## config.mk

```make
export PLATFORM = sky130hd
export DESIGN_NAME = sseg_scan_ctrl
export DESIGN_NICKNAME = d
export VERILOG_FILES = /design/src/rtl/sseg_pkg.sv /design/src/rtl/sseg_tick_gen.sv /design/src/rtl/sseg_scan_ctrl.sv
export SDC_FILE = /design/constraint.sdc
export NUM_CORES = 1
export LEC_CHECK = 0
export BUFFER_PORTS_ARGS = -buffer_cell sky130_fd_sc_hd__buf_2
export CAP_MARGIN = 15
export CORE_MARGIN = 2
export CORE_UTILIZATION = 29
export CTS_CLUSTER_SIZE = 25
export DETAILED_ROUTE_END_ITERATION = 8
export GPL_ROUTABILITY_DRIVEN = 1
export PLACE_DENSITY = 0.46
export SYNTH_ARGS = -nofsm -noshare
export SYNTH_HDL_FRONTEND = slang
export SYNTH_SLANG_ARGS = --single-unit
```

## constraint.sdc

```tcl
create_clock -name CLK -period 2.25 [get_ports CLK]
set_input_delay 0.45 -clock CLK [delete_from_list [all_inputs] [get_ports CLK]]
set_output_delay 0.45 -clock CLK [all_outputs]
set_load 0.02 [all_outputs]
```

## src/rtl/sseg_pkg.sv

```systemverilog
// Shared types, constants and helpers for the scanned seven-segment display blocks.
package sseg_pkg;

    localparam int DIGITS   = 4;
    localparam int NIBBLE_W = 4;

    typedef logic [1:0] digit_idx_t;

    localparam logic [DIGITS-1:0] AN_OFF = 4'b1111;

    // Active-low one-hot anode pattern that lights only digit idx.
    function automatic logic [DIGITS-1:0] an_onehot(input digit_idx_t idx);
        return ~({{(DIGITS-1){1'b0}}, 1'b1} << idx);
    endfunction

endpackage

```

## src/rtl/sseg_tick_gen.sv

```systemverilog
// Refresh prescaler: emits a one-cycle SCAN_TICK every REFRESH_DIV clocks.
module sseg_tick_gen #(
    parameter int unsigned REFRESH_DIV = 50000
) (
    input  logic CLK,
    input  logic RST,
    output logic SCAN_TICK
);

    localparam int CNT_W = $clog2(REFRESH_DIV);
    localparam logic [CNT_W-1:0] CNT_LAST = CNT_W'(REFRESH_DIV - 1);

    logic [CNT_W-1:0] cnt;

    // NOTE: sequential state is written with non-blocking assignments only, so
    // every register samples pre-edge values regardless of block ordering.
    always_ff @(posedge CLK) begin
        if (RST)
            cnt <= '0;
        else if (cnt == CNT_LAST)
            cnt <= '0;
        else
            cnt <= cnt + 1'b1;
    end

    assign SCAN_TICK = (cnt == CNT_LAST);

endmodule

```

## src/rtl/sseg_scan_ctrl.sv

```systemverilog
// Four-digit seven-segment scan controller with frame-aligned value commits.
// Optional leading-zero blanking is enabled by defining SSEG_LZ_BLANK_EN.
module sseg_scan_ctrl
    import sseg_pkg::*;
#(
    parameter int unsigned REFRESH_DIV = 50000
) (
    input  logic                         CLK,
    input  logic                         RST,
    input  logic [DIGITS*NIBBLE_W-1:0]   DATA_IN,
    input  logic [DIGITS-1:0]            DP_IN,
    input  logic                         LOAD,
    output logic                         BUSY,
    output logic [NIBBLE_W-1:0]          HEX,
    output logic [DIGITS-1:0]            AN,
    output logic                         DP,
    output logic [1:0]                   DIGIT_SEL,
    output logic                         SCAN_TICK
);

    digit_idx_t                       idx;
    logic [DIGITS*NIBBLE_W-1:0]       pend_val;
    logic [DIGITS-1:0]                pend_dp;
    logic                             pend_flag;
    logic [DIGITS*NIBBLE_W-1:0]       disp_val;
    logic [DIGITS-1:0]                disp_dp;
    logic                             frame_end;
    logic                             blank;

    sseg_tick_gen #(
        .REFRESH_DIV (REFRESH_DIV)
    ) u_tick_gen (
        .CLK       (CLK),
        .RST       (RST),
        .SCAN_TICK (SCAN_TICK)
    );

    assign frame_end = SCAN_TICK && (idx == 2'd3);

    // A LOAD on the frame edge commits the older pending value and re-arms with the new one.
    always_ff @(posedge CLK) begin
        if (RST) begin
            idx       <= '0;
            pend_val  <= '0;
            pend_dp   <= '0;
            pend_flag <= 1'b0;
            disp_val  <= '0;
            disp_dp   <= '0;
        end else begin
            if (SCAN_TICK)
                idx <= idx + 1'b1;
            if (frame_end && pend_flag) begin
                disp_val <= pend_val;
                disp_dp  <= pend_dp;
            end
            if (LOAD) begin
                pend_val  <= DATA_IN;
                pend_dp   <= DP_IN;
                pend_flag <= 1'b1;
            end else if (frame_end) begin
                pend_flag <= 1'b0;
            end
        end
    end

    // NOTE: blank gets its default before any conditional update so no latch is inferred.
    always_comb begin
        blank = 1'b0;
`ifdef SSEG_LZ_BLANK_EN
        blank = (idx != 2'd0) && ((disp_val >> (NIBBLE_W * int'(idx))) == '0);
`endif
    end

    always_ff @(posedge CLK) begin
        if (RST) begin
            HEX       <= '0;
            AN        <= AN_OFF;
            DP        <= 1'b1;
            DIGIT_SEL <= '0;
        end else begin
            HEX       <= disp_val[NIBBLE_W*idx +: NIBBLE_W];
            AN        <= blank ? AN_OFF : an_onehot(idx);
            DP        <= blank | ~disp_dp[idx];
            DIGIT_SEL <= idx;
        end
    end

    assign BUSY = pend_flag;

endmodule

```

==> results.md <==
- Sw Share: 23.42%
- Pins Over Slew Limit: 0
- Seq cells post-synth: 70
- Cell Pwr Density: 713.0 nW/um2
- Antenna violations before repair: 0
- Syn_nets: 310
- First-pass GRT wire length: 9.294 mm
- Syn-to-layout area delta: 17.73%
- GR Util met1: 14.76%
- Most frequent cells in the layout: dfxtp_1, nand2b_1, nor2_1
- Routing usage on met2: 14.61%
- Clock Skew: 0.009449 ns
- Post-CTS Setup Inserts: 0
- Worst Max-Slew Pin Slew: 0.6882 ns
- Synth cell types: 28
- Number of synthesized flops with an enable pin: 0
- Starting density of the core: 29.83%
- Fraction of registers with async set/reset: 0%
- Routability cong.: 0.7488
- Total leakage power: 1.297 nW
- Crit Path Max Fanout: 4
- Share of cells above drive strength 1: 22.12%
- WS Path Type: flop to primary output
- Inserted Diodes: 0
- Arrival @ worst endpoint: 1.74 ns
- Final nets: 344
- Pre-Repair DR Iteration Count: 4
- Vias in the first global route: 1840
- Slew headroom: 54.12%
- Clock Tree Root: clkbuf_8
- Height of the die: 104.3 um
- Sequential cell area fraction in the yosys report: 48.07%
- Sequential power share: 52.4%
- Post-detailed-placement half-perimeter wirelength: 3.539 mm
- Vias post-DR: 1874
- CTS max path bufs: 2
- GR Util met3: 3.947%
- CTS buffer count: 9
- VDD IR-drop max: 259.2 uV
- CTS clock-pin slew for the worst setup and hold paths: 0.08 ns
- Cells after Synth: 282
- Status: completed
- Clk_lat worst skew: 0.34 ns
- Post-route ant nets: 0
- Critical Path RT: 1.80 ns
- Final-report hold violation count: 0
- Sum Neg Setup Slack: 0 ns
- Total wire length: 5.298 mm
- Iter 0 DRT Violations: 50
- Die Area: 10870 um2
- GRT Max-Usage Layer: met1
- Logic gate share of total power: 4.8%
- Clk pwr share: 42.8%
- Mapped Avg Cell Area: 10.34 um2
- Placeable Area: 9774 um2
- TritonCTS Sinks: 70
- Vias per Instance: 4.128
- FP Rows: 36
- Critical Path, Cell by Cell: or4_4 -> nor4_4 -> buf_4
- CTS tree: built
- PortBufs: 35
- Startpoint types: flop
- Grt ovf: 0
- CP Capture Type: primary output
- CP max-delay cell: or4_4
- Tot GR Track Use: 10.64%
- Maxcap violations: 0
- Most used flip-flop cell after synthesis: dfxtp_1
- Net switching power: 573.2 uW
- Fillers: 1022
- Die width: 104.3 um
- Commonest non-fill, non-tap cell in the layout: dfxtp_1
- YS warnings: 0
- Final setup viols: 0
- Routed length per instance: 11.67 um
- Final period utilization: 97.35%
- Crit path time final: 2.190 ns
- Post-synthesis cell area: 2915 um2
- Residual DRC: 0
- Fin util: 35.11%
- Pin count of the biggest net entering global routing: 33
- RSZ-0062 raised after global routing: yes
- Highest cell delay on the worst timing path: 0.56 ns
- Max Freq: 0.4565 GHz
- I/O pin cnt: 36
- H-tree depth: 3
- Worst hold path type: primary input to flop
- Int Pwr: 1.874 mW
## state kept, by name (all words and copies together), names as in the netlist
name	flops
AN	4
BUSY	1
DIGIT_SEL	2
DP	1
HEX	4
disp_dp	4
disp_val	16
idx	2
pend_dp	4
pend_val	16
u_tick_gen.cnt	16
## path summary, 6_finish.rpt
| kind | start | end | slack, ns | depth (start not counted) |
|---|---|---|---|---|
| worst max-delay path | u_tick_gen.cnt[13] | SCAN_TICK | 0.06 | 3 |
| worst min-delay path | DATA_IN[4] | pend_val[4] | 0.34 | 3 |
| worst max register to register | u_tick_gen.cnt[13] | disp_dp[1] | 0.12 | 5 |
| worst min register to register | u_tick_gen.cnt[0] | u_tick_gen.cnt[0] | 0.47 | 1 |
## per-stage QoR
step	hold WS (ns)	setup slack [ns]	cell area, um2	total power [mW]	instances
6_report	0.3362	0.05952	3432	2.447	454
5_1_grt	0.3359	-0.008617	3432	2.568	454
4_1_cts	0.3170	0.01212	3423	2.502	454
3_5_place_dp	0.4541	0.1658	3199	1.433	438
3_3_place_gp	0.4457	0.2046	3199	1.431	438
2_1_floorplan	0.4294	0.1428	2915	1.392	282
## layout make-up
| type | instances | area, um2 | share of cell area, % |
|---|---|---|---|
| inverters | 5 | 18.77 | 0.5468 |
| well taps | 133 | 166.4 | 4.849 |
| multi-input cells | 190 | 1406 | 40.98 |
| clock inverters | 6 | 68.82 | 2.005 |
| flip-flops and latches | 70 | 1406 | 40.98 |
| repair buffers | 40 | 227.7 | 6.635 |
| clock buffers | 10 | 137.6 | 4.010 |
## power groups by stage
stage	logic [mW]	clock network (mW)	registers (mW)
6_report	0.117	1.05	1.28
4_1_cts	0.121	1.10	1.28
3_5_place_dp	0.120	0	1.31
2_1_floorplan	0.0819	0	1.31
3_3_place_gp	0.120	0	1.31
5_1_grt	0.135	1.15	1.29
## logic make-up after synthesis
| kind of cell | after synthesis | share of synthesized area [%] |
|---|---|---|
| AOI/OAI and AO/OA | 1 | 0.1715 |
| adders and majority gates | 5 | 2.146 |
| xor gates and xnor gates | 15 | 4.507 |
| and+or+nand+nor | 124 | 23.18 |
| buffers and inverters | 22 | 4.335 |
| muxes | 45 | 17.60 |
| DFF | 70 | 48.07 |
## synthesized netlist by cell type, types with 2 or more instances
cell type / number / area, um2
nand3_1: 6 / 30.03
buf_1: 2 / 7.510
nor3_1: 4 / 20.02
dfxtp_1: 70 / 1401
or4_4: 2 / 22.52
clkbuf_1: 11 / 41.29
nand2_1: 6 / 22.52
xor2_1: 3 / 26.28
nor2_1: 43 / 161.4
nand4_1: 3 / 18.77
nand2b_1: 45 / 281.5
mux2i_1: 40 / 400.4
buf_12: 2 / 40.04
mux4_2: 5 / 112.6
ha_1: 5 / 62.56
nor4_1: 5 / 31.28
nor2b_1: 4 / 25.02
xnor2_1: 12 / 105.1
inv_1: 5 / 18.77
## what timing repair did
| action | in CTS | in global routing |
|---|---|---|
| pin swaps | 0 | 1 |
| resized for setup | 3 | 5 |
| hold buffers | 0 | 0 |
| endpoints found under the setup margin | 1 | 1 |
## per-layer routing
layer	up-vias	share of wire [%]
li1	997	-
met1	842	51
met2	27	42
met3	8	4.7
met4	0	1.7
met5	-	0
## critical path, delay by kind of cell (launching register included)
family                 cells  cell delay [ns]
buffers and inverters      1             0.19
flip-flops                 1             0.36
AND/OR/NAND/NOR            2             0.85
(Power assumes the default switching activity.)
